**src/rtl/alu_issue_ctrl.sv**
```systemverilog
`default_nettype none
// ============================================================================
// Module   : alu_issue_ctrl
// Purpose  : Single-issue RV32I integer-ALU control. Accepts one instruction
//            at a time, decodes it into ALU controls and register indices,
//            holds it for one ALU cycle and retires it with write-back,
//            redirect and done strobes. Unsupported encodings are rejected
//            with a one-cycle illegal strobe.
// Ports    : clock, reset          - clock, synchronous active-high reset
//            instr_valid/ready     - upstream handshake (ready only when idle)
//            instruction[31:0]     - RV32I instruction word
//            ALU_Control[5:0], branch_op, op_b_imm, imm[31:0],
//            rs1, rs2, rd          - registered decode results (held)
//            alu_valid             - ALU operands/controls meaningful
//            branch                - ALU branch result, sampled end of EXEC
//            reg_write, take_branch, illegal, done - one-cycle strobes
// Revision : 1.0 - initial release
// ============================================================================
module alu_issue_ctrl (
  input  logic        clock,
  input  logic        reset,
  input  logic        instr_valid,
  input  logic [31:0] instruction,
  output logic        instr_ready,
  output logic [5:0]  ALU_Control,
  output logic        branch_op,
  output logic        op_b_imm,
  output logic [31:0] imm,
  output logic [4:0]  rs1,
  output logic [4:0]  rs2,
  output logic [4:0]  rd,
  output logic        alu_valid,
  input  logic        branch,
  output logic        reg_write,
  output logic        take_branch,
  output logic        illegal,
  output logic        done
);

  localparam logic [6:0] c_OP_R    = 7'b0110011;
  localparam logic [6:0] c_OP_I    = 7'b0010011;
  localparam logic [6:0] c_OP_B    = 7'b1100011;
  localparam logic [6:0] c_OP_JALR = 7'b1100111;
  localparam logic [6:0] c_OP_JAL  = 7'b1101111;
  localparam logic [6:0] c_OP_LUI  = 7'b0110111;

  localparam logic [6:0] c_F7_BASE = 7'b0000000;
  localparam logic [6:0] c_F7_ALT  = 7'b0100000;

  localparam logic [5:0] c_ALU_SUB  = 6'b001000;
  localparam logic [5:0] c_ALU_SRA  = 6'b001101;
  localparam logic [5:0] c_ALU_JUMP = 6'b111111;
  localparam logic [5:0] c_ALU_LUI  = 6'b011111;

  typedef enum logic [1:0] {
    S_IDLE   = 2'd0,
    S_DECODE = 2'd1,
    S_EXEC   = 2'd2,
    S_WB     = 2'd3
  } state_t;

  state_t      r_state;
  state_t      w_state_next;

  logic [31:0] r_instr;
  logic        r_illegal;
  logic        r_wb_en;
  logic        r_is_jump;
  logic        r_branch_res;

  // Instruction fields of the latched word
  logic [6:0]  w_opcode;
  logic [2:0]  w_funct3;
  logic [6:0]  w_funct7;
  logic [31:0] w_imm_i;
  logic [31:0] w_imm_sh;
  logic [31:0] w_imm_b;
  logic [31:0] w_imm_j;
  logic [31:0] w_imm_u;

  assign w_opcode = r_instr[6:0];
  assign w_funct3 = r_instr[14:12];
  assign w_funct7 = r_instr[31:25];
  assign w_imm_i  = {{20{r_instr[31]}}, r_instr[31:20]};
  assign w_imm_sh = {27'd0, r_instr[24:20]};
  assign w_imm_b  = {{19{r_instr[31]}}, r_instr[31], r_instr[7],
                     r_instr[30:25], r_instr[11:8], 1'b0};
  assign w_imm_j  = {{11{r_instr[31]}}, r_instr[31], r_instr[19:12],
                     r_instr[20], r_instr[30:21], 1'b0};
  assign w_imm_u  = {r_instr[31:12], 12'd0};

  // Decoder outputs
  logic        w_legal;
  logic [5:0]  w_alu;
  logic        w_bop;
  logic        w_obi;
  logic [31:0] w_imm;
  logic        w_writes;
  logic        w_is_jump;
  logic        w_wb_en;
  logic        w_is_shift;

  assign w_is_shift = (w_funct3 == 3'b001) || (w_funct3 == 3'b101);

  always_comb begin
    w_legal   = 1'b0;
    w_alu     = 6'd0;
    w_bop     = 1'b0;
    w_obi     = 1'b0;
    w_imm     = 32'd0;
    w_writes  = 1'b0;
    w_is_jump = 1'b0;
    case (w_opcode)
      c_OP_R: begin
        // Only ADD/SUB and SRL/SRA have an alternate funct7 encoding
        w_legal  = (w_funct7 == c_F7_BASE) ||
                   ((w_funct7 == c_F7_ALT) &&
                    ((w_funct3 == 3'b000) || (w_funct3 == 3'b101)));
        w_writes = 1'b1;
        if (w_funct7 == c_F7_ALT)
          w_alu = (w_funct3 == 3'b000) ? c_ALU_SUB : c_ALU_SRA;
        else
          w_alu = {3'b000, w_funct3};
      end
      c_OP_I: begin
        // funct7 only matters for shifts; SLLI has no alternate form
        if (w_funct3 == 3'b001)
          w_legal = (w_funct7 == c_F7_BASE);
        else if (w_funct3 == 3'b101)
          w_legal = (w_funct7 == c_F7_BASE) || (w_funct7 == c_F7_ALT);
        else
          w_legal = 1'b1;
        w_obi    = 1'b1;
        w_writes = 1'b1;
        w_imm    = w_is_shift ? w_imm_sh : w_imm_i;
        if ((w_funct3 == 3'b101) && (w_funct7 == c_F7_ALT))
          w_alu = c_ALU_SRA;
        else
          w_alu = {3'b000, w_funct3};
      end
      c_OP_B: begin
        w_legal = (w_funct3 != 3'b010) && (w_funct3 != 3'b011);
        w_alu   = {3'b010, w_funct3};
        w_bop   = 1'b1;
        w_imm   = w_imm_b;
      end
      c_OP_JALR: begin
        w_legal   = (w_funct3 == 3'b000);
        w_alu     = c_ALU_JUMP;
        w_obi     = 1'b1;
        w_imm     = w_imm_i;
        w_writes  = 1'b1;
        w_is_jump = 1'b1;
      end
      c_OP_JAL: begin
        w_legal   = 1'b1;
        w_alu     = c_ALU_JUMP;
        w_imm     = w_imm_j;
        w_writes  = 1'b1;
        w_is_jump = 1'b1;
      end
      c_OP_LUI: begin
        w_legal  = 1'b1;
        w_alu    = c_ALU_LUI;
        w_obi    = 1'b1;
        w_imm    = w_imm_u;
        w_writes = 1'b1;
      end
      default: begin
        w_legal = 1'b0;
      end
    endcase
  end

  // Writes to x0 are architecturally discarded, so no strobe is issued
  assign w_wb_en = w_writes && (r_instr[11:7] != 5'd0);

  // While the illegal strobe is out the FSM already sits in IDLE, but the
  // block is not ready until the cycle after, keeping the reject latency fixed.
  assign instr_ready = (r_state == S_IDLE) && !r_illegal;

  always_comb begin
    w_state_next = r_state;
    case (r_state)
      S_IDLE:   if (instr_valid && instr_ready) w_state_next = S_DECODE;
      S_DECODE: w_state_next = w_legal ? S_EXEC : S_IDLE;
      S_EXEC:   w_state_next = S_WB;
      S_WB:     w_state_next = S_IDLE;
      default:  w_state_next = S_IDLE;
    endcase
  end

  always_ff @(posedge clock) begin
    if (reset)
      r_state <= S_IDLE;
    else
      r_state <= w_state_next;
  end

  always_ff @(posedge clock) begin
    if (reset) begin
      r_instr      <= 32'd0;
      r_illegal    <= 1'b0;
      r_wb_en      <= 1'b0;
      r_is_jump    <= 1'b0;
      r_branch_res <= 1'b0;
      ALU_Control  <= 6'd0;
      branch_op    <= 1'b0;
      op_b_imm     <= 1'b0;
      imm          <= 32'd0;
      rs1          <= 5'd0;
      rs2          <= 5'd0;
      rd           <= 5'd0;
    end else begin
      r_illegal <= (r_state == S_DECODE) && !w_legal;
      if ((r_state == S_IDLE) && instr_ready && instr_valid)
        r_instr <= instruction;
      // Rejected instructions leave the previous decode visible
      if ((r_state == S_DECODE) && w_legal) begin
        ALU_Control <= w_alu;
        branch_op   <= w_bop;
        op_b_imm    <= w_obi;
        imm         <= w_imm;
        rs1         <= r_instr[19:15];
        rs2         <= r_instr[24:20];
        rd          <= r_instr[11:7];
        r_wb_en     <= w_wb_en;
        r_is_jump   <= w_is_jump;
      end
      if (r_state == S_EXEC)
        r_branch_res <= branch;
    end
  end

  assign alu_valid   = (r_state == S_EXEC);
  assign done        = (r_state == S_WB);
  assign reg_write   = (r_state == S_WB) && r_wb_en;
  assign take_branch = (r_state == S_WB) && (r_is_jump || (branch_op && r_branch_res));
  assign illegal     = r_illegal;

endmodule
`default_nettype wire

```
**config.mk**
```make
export PLATFORM = sky130hd
export DESIGN_NAME = alu_issue_ctrl
export DESIGN_NICKNAME = d
export VERILOG_FILES = /design/src/rtl/alu_issue_ctrl.sv
export SDC_FILE = /design/constraint.sdc
export NUM_CORES = 1
export LEC_CHECK = 0
export ABC_AREA = 1
export BUFFER_PORTS_ARGS = -buffer_cell sky130_fd_sc_hd__buf_2
export CELL_PAD_IN_SITES_DETAIL_PLACEMENT = 2
export CELL_PAD_IN_SITES_GLOBAL_PLACEMENT = 2
export CORE_MARGIN = 1.5
export CORE_UTILIZATION = 27
export CTS_BUF_LIST = sky130_fd_sc_hd__clkbuf_4 sky130_fd_sc_hd__clkbuf_8
export DETAILED_ROUTE_END_ITERATION = 7
export GPL_TIMING_DRIVEN = 0
export PLACE_DENSITY_LB_ADDON = 0.1
export SETUP_SLACK_MARGIN = 0.4
export SLEW_MARGIN = 15
export SYNTH_ARGS = -nofsm -noshare
export SYNTH_HDL_FRONTEND = slang
export SYNTH_SLANG_ARGS = --single-unit
```
**constraint.sdc**
```tcl
create_clock -name clock -period 1.5 [get_ports clock]
set_input_delay 0.45 -clock clock [delete_from_list [all_inputs] [get_ports clock]]
set_output_delay 0.45 -clock clock [all_outputs]
set_load 0.05 [all_outputs]
```
=== Word-level counts from Yosys, hierarchy flattened ===
Index checks and enable logic that the tools add are counted.

* Input bits: 36
* Register bits after elaboration: 93
* Logic and storage cells: 72
* Output and inout port bits: 61

* Reduce and logical (&&, ||, !) cells: 28
* Eq/ne operators: 15
* Multiplexer cells: 16

{| class="wikitable"
|+ Operators by type and width
! operator !! count
|-
| $pmux W32 S5 || 1
|-
| $mux W32 || 1
|-
| $pmux W6 S5 || 1
|-
| $eq A7 B6 Y1 const B || 3
|-
| $eq A7 B7 Y1 const B || 3
|-
| $logic_and A1 B1 Y1 || 13
|-
| $mux W4 || 2
|-
| $pmux W2 S4 || 1
|-
| $eq A7 B5 Y1 const B || 1
|-
| $logic_not A7 Y1 || 1
|-
| $mux W1 || 6
|-
| $ne A3 B2 Y1 const B || 2
|-
| $logic_or A1 B1 Y1 || 5
|-
| $pmux W1 S5 || 1
|-
| $reduce_bool A5 Y1 || 1
|-
| $reduce_or A5 Y1 || 1
|-
| $eq A2 B2 Y1 const B || 2
|-
| $mux W2 || 2
|-
| $reduce_or A2 Y1 || 2
|-
| $eq A3 B1 Y1 const B || 1
|-
| $eq A3 B3 Y1 const B || 1
|-
| $logic_not A3 Y1 || 1
|-
| $mux W3 || 1
|-
| $reduce_or A3 Y1 || 1
|-
| other kinds (4) || 5
|}

=== Logic depth before layout (Yosys ltp) ===
* Word-level depth: 7
* Depth in mapped cells: 12

=== Worst setup path after synthesis ===
No wires, ideal clock.

* Path type: flip-flop to output port
* Start point: register branch_op
* End point: output port take_branch
* Data arrival time: 1.420 ns
* Data required time: 1.050 ns
* Path buffers: 0
* Path slack: -0.370 ns
* Stages on the path, launching flop included: 3
* Cells stage by stage: dfxtp_1 > a21oi_1 > nor2_1

* Word-level cells in the longest chain between the ends: 3

{| class="wikitable"
|+ Ends and longest elaborated chain
! element !! line !! text
|-
| from (decl) || 26 || <nowiki>output logic branch_op,</nowiki>
|-
| from (signal assigned) || 221 || <nowiki>branch_op <= w_bop;</nowiki>
|-
| $logic_and A1 B1 Y1 || 238 || <nowiki>assign take_branch = (r_state == S_WB) && (r_is_jump || (branch_op && r_branch_res));</nowiki>
|-
| $logic_or A1 B1 Y1 || 238 ||
|-
| $logic_and A1 B1 Y1 || 238 ||
|-
| to (decl) || 35 || <nowiki>output logic take_branch,</nowiki>
|}

Every way passes these cells.

=== Worst setup path in the final report ===
* Start point: register r_state[0]
* End point: register imm[11]

* Word-level cells in the longest chain between the ends: 2

{| class="wikitable"
|+ Ends and longest elaborated chain
! element !! line !! text
|-
| from (decl) || 62 || <nowiki>state_t r_state;</nowiki>
|-
| from (signal assigned) || 197 || <nowiki>r_state <= w_state_next;</nowiki>
|-
| $eq A2 B1 Y1 || 219 || <nowiki>if ((r_state == S_DECODE) && w_legal) begin</nowiki>
|-
| $logic_and A1 B1 Y1 || 219 ||
|-
| to (signal assigned) || 223 || <nowiki>imm <= w_imm;</nowiki>
|-
| to (decl) || 28 || <nowiki>output logic [31:0] imm,</nowiki>
|}

Every way passes these cells.
A chain may end at the register's enable or synchronous reset.

==> results.sh <==
export IMPL_criticalPathCategory="flop to flop"
export IMPL_fin_setup_tns_ns=-20.79
export IMPL_finalSetupViolCount=68
export IMPL_cts_buffers_inserted=9
export IMPL_cpMaxStageDelayCell="clkbuf_1"
export IMPL_mostFrequentLayoutCells="nand2_1 (64), nor2_1 (63), buf_8 (62)"
export IMPL_nets=810
export IMPL_dr_total_vias=4967
export IMPL_fp_row_count=44
export IMPL_synth_edf_count=0
export IMPL_crit_chain="buf_4 > inv_1 > nor2_4 > clkbuf_1 > nand3_1 > nand2_1 > nor2_1"
export IMPL_antenna_found_initial=0
export IMPL_portBuffers=94
export IMPL_syn_num_nets=620
export IMPL_p_per_area_nw_per_um2=703
export IMPL_endpoint_kind="flop"
export IMPL_grt_usage_pct=24.5
export IMPL_path_max_fanout=10
export IMPL_synth_flop_cell="dfxtp_1"
export IMPL_failed_checks="design-rule violations, negative setup slack"
export IMPL_cp_top_family="buffers and inverters"
export IMPL_timing_final_max_slew_violations=0
export IMPL_dr_pass1_iters=8
export IMPL_ios=97
export IMPL_grt_first_pass_wirelength_mm=29.8
export IMPL_dp_hpwl_mm=12.3
export IMPL_postSynthCellCount=584
export IMPL_syn_area_per_cell_sq_um=6.98
export IMPL_clkTransAtPathRegs_ns=0.11
export IMPL_h_tree_depth=3
export IMPL_maxCapViolCount=0
export IMPL_post_route_period_util_pct=128
export IMPL_dieArea_sq_um=15800
export IMPL_initial_utilization_pct=27.8
export IMPL_cts_tree="done"
export IMPL_grt_pass1_vias=5189
export IMPL_fin_ws_ns=-0.423
export IMPL_synthesis_area_sq_um=4070
export IMPL_path_depth=7
export IMPL_rsz0062_at_grt="true"
export IMPL_via_per_inst=5.16
export IMPL_fmax_mhz=520
export IMPL_ys_warn_count=0
export IMPL_rrSetupSlack_ns=-0.42
export IMPL_core_area_sq_um=14600
export IMPL_drtIter0Drc=163
export IMPL_drc=7
export IMPL_cp_arrival_ns=2.22
export IMPL_layout_filler_cells=1530
export IMPL_hp_class="input pin to flop"
export IMPL_die_y_microns=126
export IMPL_ys_seq_elements=93
export IMPL_routabilityCongestion=0.846
export IMPL_final_common_cell="nand2_1"
export IMPL_wl_per_cell_microns=23.0
export IMPL_rr_worst_depth=7
export IMPL_status="finished, violations left"
export IMPL_cp_required_ns=1.80
export IMPL_grt_max_degree=16
export IMPL_worst_slew_pin_slew_ns=0.667
export IMPL_fin_worst_skew_ns=0.0194
export IMPL_holdPathStages=3
export IMPL_cts_root_buf="clkbuf_8"
export IMPL_clk_latency_ns=0.41
export IMPL_ys_seq_area_share_pct=45.7
export IMPL_fin_crit_ns=1.92
export IMPL_whs_ns=0.308
export IMPL_multiInputGateArea_sq_um=2730
export IMPL_die_x_microns=126
export IMPL_post_route_util_pct=52.7
export IMPL_regArea_sq_um=2010
export IMPL_syn_to_final_growth_pct=89.4
export IMPL_holdBufCountCts=0
export IMPL_hold_viol=0
export IMPL_post_synth_num_cell_types=27
export IMPL_p_leak_nw=3.17
export IMPL_cts_buffer_depth=2
export IMPL_drt_wl_total_mm=22.1
export IMPL_relSlewSlack_pct=55.5
export IMPL_grt_overflow=0
export IMPL_path_buf_inv=3
export IMPL_total_power_mw=5.42
export IMPL_drive_gt1_share_pct=60.6
export IMPL_max_stage_delay_ns=0.55
export IMPL_cp_start_kind="flop"
export IMPL_synthArstFlopShare_pct=0
export IMPL_cts_sinks=93
export IMPL_diodes=0
export IMPL_ir_worst_vdd_v=0.000489
export IMPL_detail_route_antenna_nets=0
## path summary, 6_finish.rpt
| check | startpoint | endpoint |
|---|---|---|
| min reg2reg | rd[2]$_SDFFE_PP0P_ | rd[2]$_SDFFE_PP0P_ |
| min | branch | r_branch_res$_SDFFE_PP0P_ |
| max reg2reg | r_state[0]$_SDFFE_PP0P_ | imm[11]$_SDFFE_PP0P_ |
| max | r_state[0]$_SDFFE_PP0P_ | imm[11]$_SDFFE_PP0P_ |
## synth_stat cells (all sizes together) (4+ instances only)
cell,count,share of area (%)
a21oi,95,12
a22oi,4,0.74
buf,17,2.4
clkbuf,22,2.0
dfxtp,93,46
inv,42,3.9
nand2,113,11
nand3,70,8.7
nand4,4,0.77
nor2,81,7.6
nor3,8,1.1
o21ai,27,3.3
## flip-flops by register name, summed over array words and instances (netlist names), named ones only
name,flops
r_is_jump,1
imm,32
r_instr,32
r_wb_en,1
rs2,5
rs1,5
branch_op,1
ALU_Control,6
r_state,1
rd,5
r_branch_res,1
illegal,1
op_b_imm,1
## cell type report
class,instances,share of cell area [%]
Tap cell,184,2.98
Clock buffer,11,1.96
Buffer,39,5.50
Multi-Input combinational cell,409,35.3
Clock inverter,5,0.762
Timing Repair Buffer,178,25.2
Sequential cell,93,26.0
Inverter,44,2.33
## logic make-up (layout without fill, tap and decap cells)
family	after synthesis	in the layout	synth area share [%]
AND/OR/NAND/NOR	277	278	29.1
flip-flops	93	93	45.7
AO/OA/AOI/OAI	131	131	16.7
buffers and inverters	83	277	8.51
## worst min-delay path: cells and delay by family
kind                   cells  cell delay, ns
AND/OR/NAND/NOR            2            0.13
buffers and inverters      1            0.08
## metal layers
layer | global-route usage, % | part of all wire [%]
met2 | 43.6 | 54
met5 | 0 | 0
met4 | 6.22 | 1.9
met3 | 3.61 | 3.6
met1 | 31.1 | 41
## where the power goes
part	total, mW	internal, mW	switching, mW
Combinational	0.880	0.354	0.526
Clock	1.89	0.862	1.03
Sequential	2.65	2.53	0.115
Total	5.42	3.75	1.67
## through the flow
stage / setup WS [ns] / area (sq um) / std cells
after detailed placement: -0.488 / 5110 / 862
after CTS: -0.346 / 6900 / 932
final: -0.423 / 7720 / 963
after global placement: -0.471 / 5110 / 862
after floorplan: -0.00530 / 4410 / 584
after global routing: -0.531 / 7720 / 963
## timing repair
| item | 4_1_cts | 5_1_grt |
|---|---|---|
| gates resized for setup | 337 | 148 |
| pin swaps | 51 | 30 |
| setup buffers | 45 | 28 |
| endpoints found under the setup margin | 153 | 154 |
| gates cloned | 9 | 3 |
(Power assumes the default switching activity.)
